File: src/rtl/sargantana_icache_pkg.sv
// Shared I-cache types and constants, including the IFILL responder state
// encoding and its default memory beat geometry.
package sargantana_icache_pkg;

  localparam int unsigned PHY_ADDR_SIZE       = 40;
  localparam int unsigned ICACHE_N_WAY        = 4;
  localparam int unsigned ICACHE_WAY_WIDTH    = 2;
  localparam int unsigned ICACHE_OFFSET_WIDTH = 5;
  localparam int unsigned ICACHE_INDEX_WIDTH  = 14;
  localparam int unsigned SET_WIDHT           = 256;

  localparam int unsigned IFILL_MEM_DATA_W = 64;
  localparam int unsigned IFILL_NBEATS     = SET_WIDHT / IFILL_MEM_DATA_W;
  localparam int unsigned IFILL_BEAT_W     = 2;

  typedef struct packed {
    logic                          valid;
    logic [ICACHE_INDEX_WIDTH-1:0] paddr;
  } inv_t;

  typedef struct packed {
    logic                        valid;
    logic [ICACHE_WAY_WIDTH-1:0] way;
    logic [PHY_ADDR_SIZE-1:0]    paddr;
  } ifill_req_o_t;

  typedef struct packed {
    logic                    valid;
    logic                    ack;
    logic [SET_WIDHT-1:0]    data;
    logic [IFILL_BEAT_W-1:0] beat;
    inv_t                    inv;
  } ifill_resp_i_t;

  typedef enum logic [1:0] {
    IDLE,
    REQ,
    FILL,
    RESP
  } ifill_state_t;

endpackage

File: src/rtl/icache_ifill_inv_buf.sv
// One-entry invalidation buffer: presents each accepted invalidation for one
// cycle, holding it back while the refill response occupies the bundle.
module icache_ifill_inv_buf
  import sargantana_icache_pkg::*;
(
  input  logic                          clk_i,
  input  logic                          rstn_i,
  input  logic                          inv_valid_i,
  input  logic [ICACHE_INDEX_WIDTH-1:0] inv_paddr_i,
  input  logic                          defer_i,
  output logic                          inv_ready_o,
  output logic                          accept_o,
  output inv_t                          inv_o
);

  logic                          full_q,  full_d;
  logic [ICACHE_INDEX_WIDTH-1:0] paddr_q, paddr_d;
  logic                          emit;

  assign emit        = full_q && !defer_i;
  // Emission frees the slot in the same cycle, so back-to-back requests flow.
  assign inv_ready_o = !full_q || emit;
  assign accept_o    = inv_valid_i && inv_ready_o;

  assign inv_o.valid = emit;
  assign inv_o.paddr = emit ? paddr_q : '0;

  always_comb begin
    full_d  = full_q;
    paddr_d = paddr_q;
    if (accept_o) begin
      full_d  = 1'b1;
      paddr_d = inv_paddr_i;
    end else if (emit) begin
      full_d  = 1'b0;
    end
  end

  always_ff @(posedge clk_i or negedge rstn_i) begin
    if (!rstn_i) begin
      full_q  <= 1'b0;
      paddr_q <= '0;
    end else begin
      full_q  <= full_d;
      paddr_q <= paddr_d;
    end
  end

endmodule

File: src/rtl/icache_ifill_responder.sv
// Responder end of the I-cache refill interface: fetches one line from memory
// per request, assembles beats, and forwards external invalidations.
module icache_ifill_responder
  import sargantana_icache_pkg::*;
#(
  parameter int unsigned MEM_DATA_W = IFILL_MEM_DATA_W
) (
  input  logic                          clk_i,
  input  logic                          rstn_i,
  input  ifill_req_o_t                  ifill_req_i,
  output ifill_resp_i_t                 ifill_resp_o,
  output logic                          mem_req_valid_o,
  input  logic                          mem_req_ready_i,
  output logic [PHY_ADDR_SIZE-1:0]      mem_req_addr_o,
  input  logic                          mem_rsp_valid_i,
  input  logic [MEM_DATA_W-1:0]         mem_rsp_data_i,
  input  logic                          inv_valid_i,
  input  logic [ICACHE_INDEX_WIDTH-1:0] inv_paddr_i,
  output logic                          inv_ready_o
);

  localparam int unsigned NBEATS = SET_WIDHT / MEM_DATA_W;
  localparam int unsigned CNT_W  = 2;

  if ((MEM_DATA_W != 64 && MEM_DATA_W != 128 && MEM_DATA_W != 256) ||
      (SET_WIDHT % MEM_DATA_W != 0) || (NBEATS == 0) || (NBEATS > 4)) begin : g_bad_param
    $error("icache_ifill_responder: unsupported MEM_DATA_W %0d", MEM_DATA_W);
  end

  ifill_state_t                  state_q;
  logic [PHY_ADDR_SIZE-1:0]      paddr_q;
  logic [ICACHE_WAY_WIDTH-1:0]   way_q;
  logic [CNT_W-1:0]              cnt_q;
  logic                          poison_q;
  logic [SET_WIDHT-1:0]          line_q, line_d;
  logic                          mem_req_valid_q;
  logic                          resp_valid_q;
  logic                          resp_ack_q;
  logic [SET_WIDHT-1:0]          resp_data_q;
  logic [IFILL_BEAT_W-1:0]       resp_beat_q;

  logic                          inv_accept;
  logic                          inv_hit;
  logic                          last_beat;
  inv_t                          inv_out;

  icache_ifill_inv_buf u_inv_buf (
    .clk_i       (clk_i),
    .rstn_i      (rstn_i),
    .inv_valid_i (inv_valid_i),
    .inv_paddr_i (inv_paddr_i),
    .defer_i     (state_q == RESP),
    .inv_ready_o (inv_ready_o),
    .accept_o    (inv_accept),
    .inv_o       (inv_out)
  );

  // Only the set index matters for a hit; offset bits name bytes inside the line.
  assign inv_hit = inv_accept && (state_q == REQ || state_q == FILL) &&
                   (inv_paddr_i[ICACHE_INDEX_WIDTH-1:ICACHE_OFFSET_WIDTH] ==
                    paddr_q[ICACHE_INDEX_WIDTH-1:ICACHE_OFFSET_WIDTH]);

  assign last_beat = (cnt_q == CNT_W'(NBEATS - 1));

  always_comb begin
    line_d = line_q;
    if (state_q == FILL && mem_rsp_valid_i) begin
      for (int unsigned b = 0; b < NBEATS; b++) begin
        if (cnt_q == CNT_W'(b)) begin
          line_d[b*MEM_DATA_W +: MEM_DATA_W] = mem_rsp_data_i;
        end
      end
    end
  end

  always_ff @(posedge clk_i or negedge rstn_i) begin
    if (!rstn_i) begin
      state_q         <= IDLE;
      paddr_q         <= '0;
      way_q           <= '0;
      cnt_q           <= '0;
      poison_q        <= 1'b0;
      line_q          <= '0;
      mem_req_valid_q <= 1'b0;
      resp_valid_q    <= 1'b0;
      resp_ack_q      <= 1'b0;
      resp_data_q     <= '0;
      resp_beat_q     <= '0;
    end else begin
      resp_valid_q <= 1'b0;
      resp_ack_q   <= 1'b0;
      line_q       <= line_d;
      unique case (state_q)
        IDLE: begin
          if (ifill_req_i.valid) begin
            paddr_q         <= {ifill_req_i.paddr[PHY_ADDR_SIZE-1:ICACHE_OFFSET_WIDTH],
                                {ICACHE_OFFSET_WIDTH{1'b0}}};
            way_q           <= ifill_req_i.way;
            poison_q        <= 1'b0;
            resp_ack_q      <= 1'b1;
            mem_req_valid_q <= 1'b1;
            state_q         <= REQ;
          end
        end
        REQ: begin
          if (inv_hit) poison_q <= 1'b1;
          if (mem_req_ready_i) begin
            mem_req_valid_q <= 1'b0;
            cnt_q           <= '0;
            state_q         <= FILL;
          end
        end
        FILL: begin
          if (inv_hit) poison_q <= 1'b1;
          if (mem_rsp_valid_i) begin
            cnt_q <= cnt_q + CNT_W'(1);
            if (last_beat) begin
              // A hit landing on the final beat still invalidates this line.
              if (poison_q || inv_hit) begin
                poison_q        <= 1'b0;
                mem_req_valid_q <= 1'b1;
                cnt_q           <= '0;
                state_q         <= REQ;
              end else begin
                resp_valid_q <= 1'b1;
                resp_data_q  <= line_d;
                resp_beat_q  <= IFILL_BEAT_W'(NBEATS - 1);
                state_q      <= RESP;
              end
            end
          end
        end
        RESP: begin
          state_q <= IDLE;
        end
        default: begin
          state_q <= IDLE;
        end
      endcase
    end
  end

  assign mem_req_valid_o    = mem_req_valid_q;
  assign mem_req_addr_o     = paddr_q;
  assign ifill_resp_o.valid = resp_valid_q;
  assign ifill_resp_o.ack   = resp_ack_q;
  assign ifill_resp_o.data  = resp_data_q;
  assign ifill_resp_o.beat  = resp_beat_q;
  assign ifill_resp_o.inv   = inv_out;

  logic unused_ok;
  assign unused_ok = ^{way_q, ifill_req_i.paddr[ICACHE_OFFSET_WIDTH-1:0]};

  a_no_inv_resp_overlap : assert property (@(posedge clk_i) disable iff (!rstn_i)
    !(ifill_resp_o.valid && ifill_resp_o.inv.valid));

  a_req_stable : assert property (@(posedge clk_i) disable iff (!rstn_i)
    (mem_req_valid_o && !mem_req_ready_i) |=> (mem_req_valid_o && $stable(mem_req_addr_o)));

endmodule
File: config.mk
export PLATFORM = sky130hd
export DESIGN_NAME = icache_ifill_responder
export DESIGN_NICKNAME = d
export VERILOG_FILES = /design/src/rtl/sargantana_icache_pkg.sv /design/src/rtl/icache_ifill_inv_buf.sv /design/src/rtl/icache_ifill_responder.sv
export SDC_FILE = /design/constraint.sdc
export NUM_CORES = 1
export LEC_CHECK = 0
export ABC_AREA = 1
export CORE_MARGIN = 2
export CORE_UTILIZATION = 50
export CTS_CLUSTER_DIAMETER = 150
export CTS_CLUSTER_SIZE = 30
export DETAILED_ROUTE_END_ITERATION = 10
export PLACE_DENSITY = 0.8
export SLEW_MARGIN = 20
export SYNTH_ARGS = -nofsm -noshare
export SYNTH_HDL_FRONTEND = slang
export SYNTH_SLANG_ARGS = --single-unit
File: constraint.sdc
create_clock -name clk_i -period 4.17 [get_ports clk_i]
set_input_delay 0.834 -clock clk_i [delete_from_list [all_inputs] [get_ports clk_i]]
set_output_delay 0.834 -clock clk_i [all_outputs]
set_load 0.02 [all_outputs]
==> impl.org <==
** Global route
- Maximum number of pins on one net before global-route repair :: 164
- M2 GR Usage :: about two fifths
- Global routing used 24.3% of the available tracks across all layers.
- In this run the most used layer during global routing was met2.
- The first global-routing pass estimated a little under 80000 um of wire.
- The via count of the first global-routing pass came to around 15000.
- For this run the aggregate overflow at the end of global routing stands at 0.
- The initial antenna violation count is 1.
- Global routing used 31.6% of the available met1 tracks.
- Met3 Track Usage GR :: under 10%

** Setup path
- STA classifies the critical path endpoint as an output pin.
- Together, buffers and inverters on the worst path number 2.
- Along the worst path, the maximum fanout reaches 14.
- Worst-case register-to-register setup slack :: approximately 1300 ps
- Type of the setup path with the least slack :: flip-flop to output pin
- At the worst endpoint, the arrival time is between 2000 and 2500 ps.
- Data required time at the worst endpoint :: 3340 ps
- FF-to-FF End :: resp_data_q[167]$_DFFE_PN0P_
- Top cell by count, worst path :: nor2_1
- Slowest Stage Delay on Critical Path :: 630 ps
- The largest individual stage delay along the critical path comes from the cell clkdlybuf4s50_1.
- Traced cell by cell, the critical path runs through ha_1, nor2_1, inv_1, nor2_1, clkdlybuf4s50_1.
- Startpoint of the worst register-to-register path :: state_q[0]$_DFFE_PN0P_
- The cell family contributing the most delay on the critical path is buffers and inverters.
- FF-to-FF path depth :: 10
- STA classifies the critical path startpoint as a flip-flop.

** CTS
- Insertion delay of the later-clocked pin in the worst-skew pair :: around 550 ps
- Post-cts gate resize count :: 0
- CTS built an H-tree with a depth of 1.
- CTS clock-pin slew for the worst setup and hold paths :: around 110 ps
- After clock tree synthesis, the setup repair step added 0 buffers.
- The cell sitting at the root of the clock tree is a clkbuf_16.
- TritonCTS built the clock tree.
- Clock tree synthesis inserted a total of 20 buffers.
- The clock passes through at most 3 buffers.
- Post-CTS Hold Fix Bufs :: 0
- Counting every sink on the clock net gives between 500 and 600.

** Placement
- Number of port buffers :: 430
- Worst setup slack before clock tree synthesis :: 720 ps
- Placer's final routability congestion estimate :: slightly above 0.8
- The wire-length estimate of the detail-placed layout is roughly 33000 um.

** Detailed routing
- Remaining number of nets flagged by the antenna check after routing :: 0
- Detailed Route Iter0 Violations :: 883
- Using the TritonRoute via totals, the vias-per-cell ratio works out to between 5 and 6.
- Total Wirelength :: a little under 50000 um
- Wire length per cell :: between 15 and 20 um
- For this run, design rule violations remaining after detail routing come to 0.
- Detailed routing inserted a total of 14700 vias.
- Before antenna repair, the detailed router went through 7 iterations.

** Timing
- Final setup skew :: roughly 13 ps
- Sum Neg Setup Slack :: 0 ps
- Tightest hold margin :: 327 ps
- Setup violations remaining at the end of the flow were counted as 0.
- The worst pin sits at a relative slew slack of between 30% and 40%.
- The smallest clock period supported by the final layout is computed as approximately 3300 ps.
- Setup repair after global routing left no endpoint under its margin.
- Tightest Pin Transition :: ~970 ps
- Final count of pins violating max slew :: 0
- For this run, the top clock speed supported by timing is approximately 300 MHz.
- After layout, the worst setup slack is 844 ps.
- Number of hold violations in the final report :: 0
- Period Utilization, post-route :: between 70% and 80%

** Power
- The share of total power dissipated in combinational logic is roughly two fifths.
- IR analysis of the VDD net gives a maximum drop of between 0.4 and 0.5 mV.
- Internal power component :: between 10 and 15 mW
- In this run the power spent charging and discharging nets is 6.21 mW.
- Clock network power share :: around 14%
- Pwr Density :: a little under 700 mW/mm2
- Sequential fraction of design power :: between 40% and 50%
- Of the total power, the share spent switching nets is ~37%.
- Leakage component of the power :: about 12 nW

** Floorplan
- Area enclosed by the die boundary :: roughly 0.040 mm2
- Number of ports placed on the die boundary :: approximately 440
- Measured along the x axis, the die boundary spans approximately 200 um.
- Floorplan row count :: 72
- The core region is between 0.03 and 0.04 mm2.
- Starting density of the core :: ~50%
- Die height :: approximately 200 um

** Synthesis
- Mux share of post-synthesis cell area :: 0%
- Summing the areas of all compound-gate instances in the mapped netlist gives 7.57% of the synthesized area.
- The synthesized design contains around 510 register bits.
- By area, the combinational part of the netlist is dominated by simple AND/OR/NAND/NOR gates.
- After synthesis, the mean cell area works out to roughly 9.4 um2.
- The Yosys step of the flow raised 0 warnings.
- Fraction of the yosys area taken by sequential cells :: between 60% and 70%
- Synth Area in Simple Gates :: roughly a fifth
- The synthesized netlist devotes less than 1% of its cell area to adder and majority cells.
- Post-synthesis instance area :: between 0.015 and 0.02 mm2
- Post-synth cell types :: 24
- Number of instances in the synthesized netlist :: between 2000 and 2500
- Portion of synthesized cell area occupied by the leading cell type :: 65.6%
- By area the synthesized netlist is led by dfrtp_1 66%, nand2_1 19%, o21ai_0 4.3%.
- Xor-xnor portion of the synthesized cell area :: 0%
- The synthesized design spends more area on one cell type than any other, namely dfrtp_1.

** Finish
- The post-route netlist has between 2 and 2.5% of its cells at a drive strength greater than 1.
- Cells fill a little under two thirds of the core in the end.
- Compared with the post-synthesis result, the final layout area differs by 25.9%.
- Number of nets at the end of the flow :: about 2500

** Run status
- Run status :: complete, no violations

** Job
- MaxCap Viol Count :: 0

** Min path
- The worst hold path belongs to the class input pin to asynchronous set/reset pin.
## metrics by stage
step / area, um2 / total power, mW / instances
4_1_cts: 24300 / 16.9 / 2930
3_3_place_gp: 23800 / 14.2 / 2908
5_1_grt: 24300 / 17.8 / 2931
6_report: 24300 / 16.7 / 2931
3_5_place_dp: 23800 / 14.5 / 2908
2_1_floorplan: 19400 / 11.1 / 2055
## state kept, by name, summed over array words and instances (netlist names)
| signal | count |
|---|---|
| u_inv_buf.full_q | 1 |
| cnt_q | 2 |
| resp_data_q | 256 |
| poison_q | 1 |
| resp_ack_q | 1 |
| mem_req_addr_o | 35 |
| state_q | 2 |
| resp_beat_q | 1 |
| resp_valid_q | 1 |
| line_q | 192 |
| mem_req_valid_o | 1 |
| u_inv_buf.paddr_q | 14 |
## worst max-delay path by stage
stage | start | to | slack (ps) | cells past startpoint
detailed placement | inv_paddr_i[11] | resp_data_q[163]$_DFFE_PN0P_ | 720 | 12
global placement | inv_paddr_i[9] | resp_data_q[169]$_DFFE_PN0P_ | 800 | 12
CTS | state_q[0]$_DFFE_PN0P_ | ifill_resp_o[13] | 820 | 5
finish | state_q[0]$_DFFE_PN0P_ | ifill_resp_o[13] | 840 | 5
floorplan | state_q[0]$_DFFE_PN0P_ | ifill_resp_o[0] | 2000 | 5
global route | state_q[0]$_DFFE_PN0P_ | ifill_resp_o[13] | 700 | 5
## cell families (layout without fill, tap and decap cells)
family / count (synthesis) / after routing
flip-flops: 507 / 507
other: 1 / 6
adder cells (fa/ha/maj): 9 / 9
buffers and inverters: 232 / 589
AO/OA/AOI/OAI: 291 / 291
AND/OR/NAND/NOR: 1011 / 1011
## Yosys cell counts
master,n
o21ai_1,118
inv_1,112
nand3_4,1
nand3_1,3
o211ai_1,1
clkinv_1,1
clkbuf_2,1
o21ai_0,166
clkbuf_1,14
dfrtp_1,507
buf_2,41
nand3_2,1
buf_4,33
buf_1,1
nor2_2,1
buf_6,27
nor2_1,23
or2_1,1
ha_1,9
inv_2,2
a21oi_1,5
conb_1,1
nand2_1,981
a32o_1,1
## routing by layer
layer	part of all wire, %	vias up
met5	0	-
met4	4.0	0
met3	8.6	95
met2	46	512
met1	41	7128
li1	-	7008
## layout make-up
class / count / area (um2)
diodes: 1 / 2.50
clock buffers: 21 / 526
inverters: 115 / 437
multi-input cells: 1316 / 5440
well taps: 518 / 648
repair buffers: 452 / 4600
flip-flops and latches: 507 / 12700
clock inverters: 1 / 5.00
fillers: 3092 / 14000
## power groups by stage
stage | registers (mW) | logic [mW] | clock network [mW]
final | 7.61 | 6.78 | 2.36
after CTS | 7.61 | 6.84 | 2.42
after global placement | 7.61 | 6.60 | 0
after global routing | 7.81 | 7.39 | 2.60
after floorplan | 8.84 | 2.29 | 0
after detailed placement | 7.68 | 6.80 | 0
## cells in the final DEF, fill, tap and decap left out, types with 2 or more instances in the layout
cell	synthesis	routed
inv_1	112	112
inv_2	2	2
clkbuf_16	0	21
buf_4	33	12
nand3_1	3	3
conb_1	1	5
ha_1	9	9
o21ai_1	118	118
o21ai_0	166	166
nand2_4	0	3
a21oi_1	5	5
dfrtp_1	507	507
clkdlybuf4s50_1	0	429
nand2_1	981	978
buf_12	0	10
nor2_1	23	23
Power figures use the tool's default switching activity.
